### src/rtl/vga_stream_gen_pkg.sv
// ============================================================================
// vga_stream_gen_pkg : stream word layout and default 800x600@60 timing
// Rev 1.0
// ============================================================================
`default_nettype none

package vga_stream_gen_pkg;

  localparam int unsigned VGA_W = 26;

  localparam int unsigned DEF_H_VIS  = 800;
  localparam int unsigned DEF_H_FP   = 40;
  localparam int unsigned DEF_H_SYNC = 128;
  localparam int unsigned DEF_H_BP   = 88;
  localparam int unsigned DEF_V_VIS  = 600;
  localparam int unsigned DEF_V_FP   = 1;
  localparam int unsigned DEF_V_SYNC = 4;
  localparam int unsigned DEF_V_BP   = 23;

  localparam logic [9:0] XC_MAX = 10'd1023;

  // Bit map shared by every stream stage: [25:23] BGR, [22:13] XC, [12:3] YC, [2] HS, [1] VS, [0] Active
  typedef struct packed {
    logic [2:0] rgb;
    logic [9:0] xc;
    logic [9:0] yc;
    logic       hs;
    logic       vs;
    logic       active;
  } vga_word_t;

  function automatic logic [9:0] sat_xc(input logic [10:0] h);
    return (h > {1'b0, XC_MAX}) ? XC_MAX : h[9:0];
  endfunction

endpackage

`default_nettype wire

### src/rtl/vga_stream_gen.sv
// ============================================================================
// vga_stream_gen : VGA timing counters and registered RGB stream source
// Rev 1.0
// ============================================================================
`default_nettype none

module vga_stream_gen
  import vga_stream_gen_pkg::*;
#(
  parameter int unsigned H_VIS    = DEF_H_VIS,
  parameter int unsigned H_FP     = DEF_H_FP,
  parameter int unsigned H_SYNC   = DEF_H_SYNC,
  parameter int unsigned H_BP     = DEF_H_BP,
  parameter int unsigned V_VIS    = DEF_V_VIS,
  parameter int unsigned V_FP     = DEF_V_FP,
  parameter int unsigned V_SYNC   = DEF_V_SYNC,
  parameter int unsigned V_BP     = DEF_V_BP,
  parameter logic        SYNC_POL = 1'b1,
  parameter logic [2:0]  BG_RGB   = 3'b000
) (
  input  logic             px_clk,
  input  logic             reset_n,
  output logic [VGA_W-1:0] strRGB_o,
  output logic             frame_start_o,
  output logic             line_start_o
);

  localparam int unsigned H_TOT = H_VIS + H_FP + H_SYNC + H_BP;
  localparam int unsigned V_TOT = V_VIS + V_FP + V_SYNC + V_BP;

  localparam logic [10:0] c_h_last     = 11'(H_TOT - 1);
  localparam logic [10:0] c_h_vis      = 11'(H_VIS);
  localparam logic [10:0] c_hs_start   = 11'(H_VIS + H_FP);
  localparam logic [10:0] c_hs_end     = 11'(H_VIS + H_FP + H_SYNC);
  localparam logic [9:0]  c_v_last     = 10'(V_TOT - 1);
  localparam logic [9:0]  c_v_vis      = 10'(V_VIS);
  localparam logic [9:0]  c_vs_start   = 10'(V_VIS + V_FP);
  localparam logic [9:0]  c_vs_end     = 10'(V_VIS + V_FP + V_SYNC);

  localparam vga_word_t c_rst_word = '{
    rgb:    BG_RGB,
    xc:     10'd0,
    yc:     10'd0,
    hs:     ~SYNC_POL,
    vs:     ~SYNC_POL,
    active: 1'b0
  };

  logic [10:0] h_q, h_d;
  logic [9:0]  v_q, v_d;
  vga_word_t   word_q, word_d;
  logic        frame_start_q, frame_start_d;
  logic        line_start_q, line_start_d;

  logic w_in_hs;
  logic w_in_vs;

  always_ff @(posedge px_clk) begin
    if (!reset_n) begin
      h_q           <= '0;
      v_q           <= '0;
      word_q        <= c_rst_word;
      frame_start_q <= 1'b0;
      line_start_q  <= 1'b0;
    end else begin
      h_q           <= h_d;
      v_q           <= v_d;
      word_q        <= word_d;
      frame_start_q <= frame_start_d;
      line_start_q  <= line_start_d;
    end
  end

  // The word is decoded from the counters as they are now, so it lags them by one clock.
  always_comb begin
    h_d = h_q + 11'd1;
    v_d = v_q;
    if (h_q == c_h_last) begin
      h_d = '0;
      v_d = (v_q == c_v_last) ? 10'd0 : v_q + 10'd1;
    end

    w_in_hs = (h_q >= c_hs_start) && (h_q < c_hs_end);
    w_in_vs = (v_q >= c_vs_start) && (v_q < c_vs_end);

    word_d        = c_rst_word;
    word_d.rgb    = BG_RGB;
    word_d.xc     = sat_xc(h_q);
    word_d.yc     = v_q;
    word_d.hs     = w_in_hs ? SYNC_POL : ~SYNC_POL;
    word_d.vs     = w_in_vs ? SYNC_POL : ~SYNC_POL;
    word_d.active = (h_q < c_h_vis) && (v_q < c_v_vis);

    line_start_d  = (h_q == 11'd0);
    frame_start_d = (h_q == 11'd0) && (v_q == 10'd0);
  end

  assign strRGB_o      = word_q;
  assign frame_start_o = frame_start_q;
  assign line_start_o  = line_start_q;

endmodule

`default_nettype wire

### config.mk
export PLATFORM = sky130hd
export DESIGN_NAME = vga_stream_gen
export DESIGN_NICKNAME = d
export VERILOG_FILES = /design/src/rtl/vga_stream_gen_pkg.sv /design/src/rtl/vga_stream_gen.sv
export SDC_FILE = /design/constraint.sdc
export NUM_CORES = 1
export LEC_CHECK = 0
export ABC_AREA = 1
export BUFFER_PORTS_ARGS = -buffer_cell sky130_fd_sc_hd__buf_2
export CAP_MARGIN = 20
export CORE_ASPECT_RATIO = 1.25
export CORE_MARGIN = 4
export CORE_UTILIZATION = 45
export DETAILED_ROUTE_END_ITERATION = 7
export GPL_TIMING_DRIVEN = 0
export PLACE_DENSITY = 0.65
export SYNTH_ARGS = -nofsm -noshare
export SYNTH_HDL_FRONTEND = slang
export SYNTH_SLANG_ARGS = --single-unit
### constraint.sdc
create_clock -name px_clk -period 2.1 [get_ports px_clk]
set_input_delay 0.42 -clock px_clk [delete_from_list [all_inputs] [get_ports px_clk]]
set_output_delay 0.42 -clock px_clk [all_outputs]
set_load 0.005 [all_outputs]
==> run_summary.xml, run 1 <==
<?xml version="1.0" encoding="UTF-8"?>
<metrics>
  <group name="global_route">
    <metric name="grt_pass1_wl" unit="mm">7.17</metric>
    <metric name="globalRoute.totalOverflow" unit="">0</metric>
    <metric name="pin_count_of_the_biggest_net_entering_global_routing" unit="">15</metric>
    <metric name="track_usage" unit="%">16.3</metric>
    <metric name="grt_antenna_before_repair" unit="">0</metric>
    <metric name="via_count_of_the_first_global_routing_pass" unit="">1639</metric>
  </group>
  <group name="setup_path">
    <metric name="endpoint_kind" unit="">flop</metric>
    <metric name="worst-endpoint-required" unit="ns">2.28</metric>
    <metric name="critical_path_class" unit="">reg2reg</metric>
    <metric name="worst_setup_path_start_kind" unit="">flop</metric>
    <metric name="path_max_fanout" unit="">9</metric>
    <metric name="worst_ep_arrival_time" unit="ns">1.72</metric>
  </group>
  <group name="sta">
    <metric name="whs" unit="ns">0.424</metric>
    <metric name="maxSlewViolCount" unit="">0</metric>
    <metric name="timing.setup.tns" unit="ns">0</metric>
    <metric name="fin_crit_sh" unit="%">73.3</metric>
    <metric name="worst-slew-pin-transition" unit="ns">0.613</metric>
    <metric name="timing.final.setup_violations" unit="">0</metric>
    <metric name="timing_hold_violations_final" unit="">0</metric>
    <metric name="final_period_minus_worst_setup_slack" unit="ns">1.54</metric>
    <metric name="max_clock_freq" unit="MHz">650</metric>
    <metric name="worst_slew_margin_rel" unit="%">59.1</metric>
    <metric name="grt_setup_unrepaired" unit="">false</metric>
    <metric name="clock-skew-final" unit="ns">0.00333</metric>
  </group>
  <group name="placed_design">
    <metric name="post-dp-hpwl" unit="mm">3.26</metric>
    <metric name="dp.cells" unit="">362</metric>
    <metric name="gp_routability_congestion" unit="">0.882</metric>
    <metric name="port_buffers" unit="">26</metric>
    <metric name="dpl_cell_area" unit="mm^2">0.00228</metric>
  </group>
  <group name="hold_path">
    <metric name="worstHoldPathType" unit="">in2reg</metric>
  </group>
  <group name="logic_synthesis">
    <metric name="synth.lib_cells_used.distinct" unit="">30</metric>
    <metric name="postSynthAreaPerCell" unit="um^2">7.48</metric>
    <metric name="netlist_instances" unit="">276</metric>
    <metric name="syn-cell-area" unit="mm^2">0.00207</metric>
    <metric name="synth_top_flop_cell" unit="">sky130_fd_sc_hd__dfxtp_1</metric>
    <metric name="ys_async_sr_fraction" unit="%">0</metric>
    <metric name="synth_register_bits" unit="">46</metric>
    <metric name="ys_seq_area_share" unit="%">44.6</metric>
    <metric name="yosys_warnings" unit="">0</metric>
    <metric name="number_of_flops_mapped_to_enable_cells_by_yosys" unit="">0</metric>
  </group>
  <group name="outcome">
    <metric name="run_status" unit="">completed</metric>
  </group>
  <group name="pwr">
    <metric name="finalPower" unit="mW">1.60</metric>
    <metric name="irDropWorstVdd" unit="mV">0.323</metric>
    <metric name="power_per_cell_area" unit="mW/mm^2">669</metric>
    <metric name="leakagePower" unit="nW">1.14</metric>
  </group>
  <group name="layout">
    <metric name="layout.cell_area.non_filler" unit="mm^2">0.00238</metric>
    <metric name="multi_input_comb_area" unit="um^2">938</metric>
    <metric name="fin_nets" unit="">318</metric>
    <metric name="syn2layout_area_growth" unit="%">15.4</metric>
    <metric name="filler_cell_count" unit="">453</metric>
    <metric name="insertedDiodeCount" unit="">0</metric>
    <metric name="layout_cell_share_with_drive_strength_beyond_1" unit="%">20.8</metric>
    <metric name="seqCellArea" unit="um^2">921</metric>
    <metric name="stdcell_count" unit="">370</metric>
  </group>
  <group name="die">
    <metric name="die_area" unit="mm^2">0.00575</metric>
    <metric name="placeableCoreArea" unit="mm^2">0.00443</metric>
    <metric name="die_h" unit="um">83.8</metric>
    <metric name="num_io_pins" unit="">30</metric>
    <metric name="floorplan.initialDensity" unit="%">46.7</metric>
    <metric name="dieWidth" unit="um">68.6</metric>
    <metric name="row_count" unit="">27</metric>
  </group>
  <group name="clock_network">
    <metric name="cts.repair.resized" unit="">0</metric>
    <metric name="cts_setup_buffers" unit="">0</metric>
    <metric name="clk_root_buffer_cell" unit="">sky130_fd_sc_hd__clkbuf_8</metric>
    <metric name="cts.clk_slew.worst_paths" unit="ns">0.08</metric>
    <metric name="clock_path_buffers" unit="">2</metric>
    <metric name="cts.sink_count" unit="">46</metric>
    <metric name="postCtsHoldBufs" unit="">0</metric>
    <metric name="clk_latency" unit="ns">0.30</metric>
    <metric name="clock_tree_from_tritoncts" unit="">built</metric>
    <metric name="clock_tree.htree_level_count" unit="">2</metric>
    <metric name="cts_made_buffers" unit="">5</metric>
  </group>
  <group name="run">
    <metric name="cap_violations" unit="">0</metric>
  </group>
  <group name="route">
    <metric name="ant_nets" unit="">0</metric>
    <metric name="totalWireLength" unit="mm">4.20</metric>
    <metric name="detailedRoute.firstIterationViolations" unit="">94</metric>
    <metric name="dr.pass1.iters" unit="">4</metric>
    <metric name="wire_per_inst" unit="um">11.4</metric>
    <metric name="detail_route.drc_violations" unit="">0</metric>
    <metric name="via_count" unit="">1738</metric>
    <metric name="avgViaCountPerCell" unit="">4.70</metric>
  </group>
</metrics>
## logic make-up (layout without fill, tap and decap cells)
family          count (synthesis)  after routing  share of synthesized area (%)
simple gates                  139            139                           31.7
buf+inv                        52             86                           10.4
flops                          46             46                           44.6
compound gates                 29             29                           8.42
fa+ha+maj                       5              5                           3.03
xor+xnor                        4              4                           1.70
other cells                     1              3                          0.182
## report_power, final
| part | total [mW] | switching [mW] | internal, mW |
|---|---|---|---|
| logic | 0.0620 | 0.0374 | 0.0246 |
| registers | 0.891 | 0.00679 | 0.884 |
| clock network | 0.644 | 0.293 | 0.350 |
## per-stage QoR
stage               setup WS [ns]  util [%]
finish                      0.561      53.9
CTS                         0.553      53.9
global placement            0.607      51.4
detailed placement          0.577      51.4
global route                0.425      53.9
floorplan                   0.779         -
## area by class of cell
cell class,count,share of cell area (%)
Tap cell,58,3.04
Sequential cell,46,38.6
Buffer,6,1.73
Multi-Input combinational cell,180,39.3
Inverter,46,7.24
Timing Repair Buffer,26,5.46
Clock buffer,5,2.89
Clock inverter,3,1.68
## worst paths after layout
kind,start,endpoint,slack [ns],depth (start not counted)
max,h_q[0]$_SDFF_PP0_,strRGB_o[14]$_SDFF_PN0_,0.56,6
min reg2reg,h_q[0]$_SDFF_PP0_,h_q[0]$_SDFF_PP0_,0.49,1
min,reset_n,strRGB_o[7]$_SDFF_PN0_,0.42,3
max reg2reg,h_q[0]$_SDFF_PP0_,strRGB_o[14]$_SDFF_PN0_,0.56,6
## metal layers
metal	part of all wire, %	track usage, %
met1	41	18.4
met2	53	28.7
met3	3.5	2.43
met4	2.3	7.59
met5	0	0
## state kept, by name (all words and copies together), names as in the netlist
signal / cells
line_start_o: 1
strRGB_o: 23
v_q: 10
h_q: 11
frame_start_o: 1
## cells in the mapped netlist, types with 2 or more instances
cell / n / area [um^2]
sky130_fd_sc_hd__a21oi_2: 6 / 52.6
sky130_fd_sc_hd__nand3_2: 2 / 20.0
sky130_fd_sc_hd__inv_2: 4 / 15.0
sky130_fd_sc_hd__ha_1: 5 / 62.6
sky130_fd_sc_hd__dfxtp_1: 46 / 921
sky130_fd_sc_hd__o21ai_0: 3 / 15.0
sky130_fd_sc_hd__inv_1: 42 / 158
sky130_fd_sc_hd__o21ai_1: 2 / 10.0
sky130_fd_sc_hd__nand2_2: 3 / 18.8
sky130_fd_sc_hd__xor2_1: 4 / 35.0
sky130_fd_sc_hd__a21oi_1: 16 / 80.1
sky130_fd_sc_hd__nand3_1: 11 / 55.1
sky130_fd_sc_hd__buf_4: 3 / 22.5
sky130_fd_sc_hd__nand2_1: 68 / 255
sky130_fd_sc_hd__nor3_2: 4 / 40.0
sky130_fd_sc_hd__nor2_1: 29 / 109
sky130_fd_sc_hd__nor2_2: 3 / 18.8
sky130_fd_sc_hd__nand4_1: 7 / 43.8
sky130_fd_sc_hd__nor3_1: 6 / 30.0
sky130_fd_sc_hd__clkbuf_1: 2 / 7.51
## cells in the final DEF, fill, tap and decap left out, types with 2 or more instances in the layout
master,count
sky130_fd_sc_hd__nor3_1,6
sky130_fd_sc_hd__xor2_1,4
sky130_fd_sc_hd__o21ai_0,3
sky130_fd_sc_hd__inv_1,42
sky130_fd_sc_hd__a21oi_2,6
sky130_fd_sc_hd__ha_1,5
sky130_fd_sc_hd__inv_2,4
sky130_fd_sc_hd__clkbuf_1,2
sky130_fd_sc_hd__clkbuf_8,5
sky130_fd_sc_hd__nand2_2,3
sky130_fd_sc_hd__buf_4,3
sky130_fd_sc_hd__nand3_1,11
sky130_fd_sc_hd__nand3_2,2
sky130_fd_sc_hd__dfxtp_1,46
sky130_fd_sc_hd__nor2_1,29
sky130_fd_sc_hd__a21oi_1,16
sky130_fd_sc_hd__o21ai_1,2
sky130_fd_sc_hd__buf_2,26
sky130_fd_sc_hd__clkinv_2,2
sky130_fd_sc_hd__nand2_1,68
sky130_fd_sc_hd__nor3_2,4
sky130_fd_sc_hd__nand4_1,7
sky130_fd_sc_hd__conb_1,3
sky130_fd_sc_hd__nor2_2,3
## critical path: stages (launching register included)
cell	delay, ns
sky130_fd_sc_hd__dfxtp_1	0.39
sky130_fd_sc_hd__ha_1	0.23
sky130_fd_sc_hd__nand3_2	0.16
sky130_fd_sc_hd__inv_2	0.18
sky130_fd_sc_hd__nand3_1	0.18
sky130_fd_sc_hd__nand3_4	0.19
sky130_fd_sc_hd__a21oi_1	0.09
Note: power is estimated with default switching activity, not from simulation.
==> inputs of run 2 (changes only) <==
--- a/config.mk
+++ b/config.mk
@@ -13,7 +13,7 @@
 export CORE_UTILIZATION = 45
 export DETAILED_ROUTE_END_ITERATION = 7
 export GPL_TIMING_DRIVEN = 0
-export PLACE_DENSITY = 0.65
+export PLACE_DENSITY = 0.68
 export SYNTH_ARGS = -nofsm -noshare
 export SYNTH_HDL_FRONTEND = slang
 export SYNTH_SLANG_ARGS = --single-unit
==> constraint.sdc (replaced) <==
create_clock -name px_clk -period 1.33 [get_ports px_clk]
set_input_delay 0.266 -clock px_clk [delete_from_list [all_inputs] [get_ports px_clk]]
set_output_delay 0.266 -clock px_clk [all_outputs]
set_load 0.005 [all_outputs]
==> run 2 against run 1 <==
Combinational power rose by 71%. Register-to-register slack lost 0.55 ns. Clock skew is essentially flat. Clock power rose by 57%. Via count is 6.6% higher. Fmax increased by 17%. Clock-buffer cell count is the same. Sequential power rose by 57%. Global-route usage up 1.1 points. Cell area increased by 12%. Die area did not move.
==> run_summary.xml, run 2 (synthesized netlist as in run 1, its figures left out) <==
<?xml version="1.0" encoding="UTF-8"?>
<metrics>
  <group name="outcome">
    <metric name="run_status" unit="">completed</metric>
  </group>
  <group name="die">
    <metric name="die_h" unit="um">83.8</metric>
    <metric name="num_io_pins" unit="">30</metric>
    <metric name="placeableCoreArea" unit="mm^2">0.00443</metric>
    <metric name="row_count" unit="">27</metric>
    <metric name="floorplan.initialDensity" unit="%">46.7</metric>
    <metric name="dieWidth" unit="um">68.6</metric>
    <metric name="die_area" unit="mm^2">0.00575</metric>
  </group>
  <group name="clock_network">
    <metric name="clk_root_buffer_cell" unit="">sky130_fd_sc_hd__clkbuf_8</metric>
    <metric name="clock_tree.htree_level_count" unit="">2</metric>
    <metric name="clock_path_buffers" unit="">2</metric>
    <metric name="postCtsHoldBufs" unit="">0</metric>
    <metric name="cts.sink_count" unit="">46</metric>
    <metric name="cts_made_buffers" unit="">5</metric>
    <metric name="clk_latency" unit="ns">0.29</metric>
    <metric name="cts.clk_slew.worst_paths" unit="ns">0.08</metric>
    <metric name="clock_tree_from_tritoncts" unit="">built</metric>
  </group>
  <group name="global_route">
    <metric name="globalRoute.totalOverflow" unit="">0</metric>
    <metric name="grt_antenna_before_repair" unit="">0</metric>
    <metric name="track_usage" unit="%">17.4</metric>
    <metric name="pin_count_of_the_biggest_net_entering_global_routing" unit="">15</metric>
    <metric name="grt_pass1_wl" unit="mm">7.73</metric>
    <metric name="via_count_of_the_first_global_routing_pass" unit="">1804</metric>
  </group>
  <group name="layout">
    <metric name="final_cell_mix" unit="">sky130_fd_sc_hd__nand2_1 (62), sky130_fd_sc_hd__inv_1 (37), sky130_fd_sc_hd__dfxtp_1 (27)</metric>
    <metric name="largest_register_ff_count" unit="">23</metric>
    <metric name="layout.cell_area.non_filler" unit="mm^2">0.00267</metric>
    <metric name="final_common_cell" unit="">sky130_fd_sc_hd__nand2_1</metric>
    <metric name="multi_input_comb_area" unit="mm^2">0.00111</metric>
    <metric name="finish.utilization" unit="%">60.3</metric>
    <metric name="filler_cell_count" unit="">411</metric>
    <metric name="fin_nets" unit="">327</metric>
    <metric name="stdcell_count" unit="">379</metric>
    <metric name="insertedDiodeCount" unit="">0</metric>
    <metric name="syn2layout_area_growth" unit="%">29.3</metric>
    <metric name="seqCellArea" unit="um^2">967</metric>
    <metric name="layout_cell_share_with_drive_strength_beyond_1" unit="%">36.1</metric>
  </group>
  <group name="setup_path">
    <metric name="reg2reg_from" unit="">h_q[8]$_SDFF_PP0_</metric>
    <metric name="critical_path_class" unit="">reg2reg</metric>
    <metric name="path_max_fanout" unit="">6</metric>
    <metric name="timing.reg2reg.worst_path_depth" unit="">8</metric>
    <metric name="regToRegEndpoint" unit="">v_q[3]$_SDFFE_PN0N_</metric>
    <metric name="endpoint_kind" unit="">flop</metric>
    <metric name="max_stage_delay" unit="ns">0.38</metric>
    <metric name="critPathSlowestCell" unit="">sky130_fd_sc_hd__dfxtp_4</metric>
    <metric name="worst-endpoint-required" unit="ns">1.52</metric>
    <metric name="worst_setup_path_start_kind" unit="">flop</metric>
    <metric name="regToRegSetupSlack" unit="ns">0.01</metric>
    <metric name="worst_ep_arrival_time" unit="ns">1.51</metric>
    <metric name="critPathTopFamily" unit="">simple AND/OR/NAND/NOR gates</metric>
    <metric name="worst-path-buf-inv" unit="">0</metric>
    <metric name="crit_chain" unit="">nor2_4 -&gt; nand2_2 -&gt; nor2_4 -&gt; nand2_8 -&gt; nand2_4 -&gt; nand2_2 -&gt; nand2_1 -&gt; nor2_1</metric>
  </group>
  <group name="hold_path">
    <metric name="worstHoldPathType" unit="">in2reg</metric>
    <metric name="hp-start" unit="">reset_n</metric>
    <metric name="whs_endpoint" unit="">strRGB_o[7]$_SDFF_PN0_</metric>
    <metric name="hold_path_depth" unit="">3</metric>
  </group>
  <group name="sta">
    <metric name="maxSlewViolCount" unit="">0</metric>
    <metric name="final_period_minus_worst_setup_slack" unit="ns">1.32</metric>
    <metric name="grt_setup_unrepaired" unit="">true</metric>
    <metric name="fin_crit_sh" unit="%">99.2</metric>
    <metric name="clock-skew-final" unit="ns">0.00299</metric>
    <metric name="timing_hold_violations_final" unit="">0</metric>
    <metric name="worst-slew-pin-transition" unit="ns">0.623</metric>
    <metric name="timing.final.setup_violations" unit="">0</metric>
    <metric name="whs" unit="ns">0.289</metric>
    <metric name="worst_slew_margin_rel" unit="%">58.5</metric>
    <metric name="max_clock_freq" unit="MHz">758</metric>
  </group>
  <group name="pwr">
    <metric name="power_per_cell_area" unit="mW/mm^2">941</metric>
    <metric name="leakagePower" unit="nW">1.22</metric>
    <metric name="finalPower" unit="mW">2.51</metric>
    <metric name="irDropWorstVdd" unit="mV">0.682</metric>
  </group>
  <group name="route">
    <metric name="wire_per_inst" unit="um">12.3</metric>
    <metric name="detail_route.drc_violations" unit="">0</metric>
    <metric name="avgViaCountPerCell" unit="">4.89</metric>
    <metric name="totalWireLength" unit="mm">4.67</metric>
    <metric name="ant_nets" unit="">0</metric>
    <metric name="dr.pass1.iters" unit="">4</metric>
    <metric name="via_count" unit="">1852</metric>
    <metric name="detailedRoute.firstIterationViolations" unit="">92</metric>
  </group>
  <group name="placed_design">
    <metric name="gp_routability_congestion" unit="">0.905</metric>
    <metric name="dp.cells" unit="">362</metric>
    <metric name="port_buffers" unit="">26</metric>
    <metric name="post-dp-hpwl" unit="mm">3.32</metric>
    <metric name="dpl_cell_area" unit="mm^2">0.00228</metric>
  </group>
  <group name="run">
    <metric name="cap_violations" unit="">0</metric>
  </group>
</metrics>
## run 2: cell types whose count changed in the layout (fill, tap and decap cells not counted), moves of 6 or more
cell                      before  now
sky130_fd_sc_hd__buf_4         3   11
sky130_fd_sc_hd__dfxtp_1      46   27
sky130_fd_sc_hd__dfxtp_2       0   10
sky130_fd_sc_hd__dfxtp_4       0    9
sky130_fd_sc_hd__nand2_1      68   62
sky130_fd_sc_hd__nor2_4        1    7
## run 2: layout make-up
cell class	count	area share, %
plain buffers	6	1.69
multi-input cells	181	41.4
well taps	58	2.72
flip-flops and latches	46	36.2
inverters	46	6.75
clock buffers	5	2.58
repair buffers	34	7.12
clock inverters	3	1.50
## run 2: worst max path at each step
stage	startpoint	to	slack (ns)	cells after the start
5_1_grt	h_q[4]$_SDFF_PP0_	v_q[4]$_SDFFE_PN0N_	-0.07	7
2_1_floorplan	h_q[0]$_SDFF_PP0_	strRGB_o[15]$_SDFF_PN0_	0.009	6
6_report	h_q[8]$_SDFF_PP0_	v_q[3]$_SDFFE_PN0N_	0.01	8
4_1_cts	h_q[2]$_SDFF_PP0_	strRGB_o[13]$_SDFF_PN0_	0.002	6
3_5_place_dp	v_q[6]$_SDFFE_PN0N_	v_q[5]$_SDFFE_PN0N_	-0.17	7
3_3_place_gp	v_q[6]$_SDFFE_PN0N_	v_q[2]$_SDFFE_PN0N_	-0.18	7
## run 2: where the power goes
group          internal, mW  switching [mW]
Clock                 0.553           0.459
Combinational        0.0432          0.0625
Sequential             1.38          0.0141
Total                  1.98           0.536
## run 2: through the flow
step,TNS [ns],setup WS [ns]
6_report,0,0.0111
3_5_place_dp,-3.85,-0.168
4_1_cts,0,0.00195
3_3_place_gp,-3.72,-0.176
2_1_floorplan,0,0.00928
5_1_grt,-0.916,-0.0656
## run 2: layer usage
layer | global-route usage [%] | vias up | routed length, um
met1 | 18.6 | 825 | 1800
met3 | 4.18 | 16 | 212
li1 | - | 957 | -
met2 | 30.3 | 54 | 2500
met4 | 8.68 | 0 | 157
met5 | 0 | - | 0
## run 2: tightest hold or removal path, cell delays in order
cell and delay, ns:
sky130_fd_sc_hd__buf_2 0.15, sky130_fd_sc_hd__nand2_1 0.08, sky130_fd_sc_hd__inv_1 0.04
## run 2: repair_timing
item,in CTS,in global routing
pin swaps,3,6
setup buffers,0,8
cloned,1,0
endpoints found under the setup margin,31,31
gates resized for setup,28,43
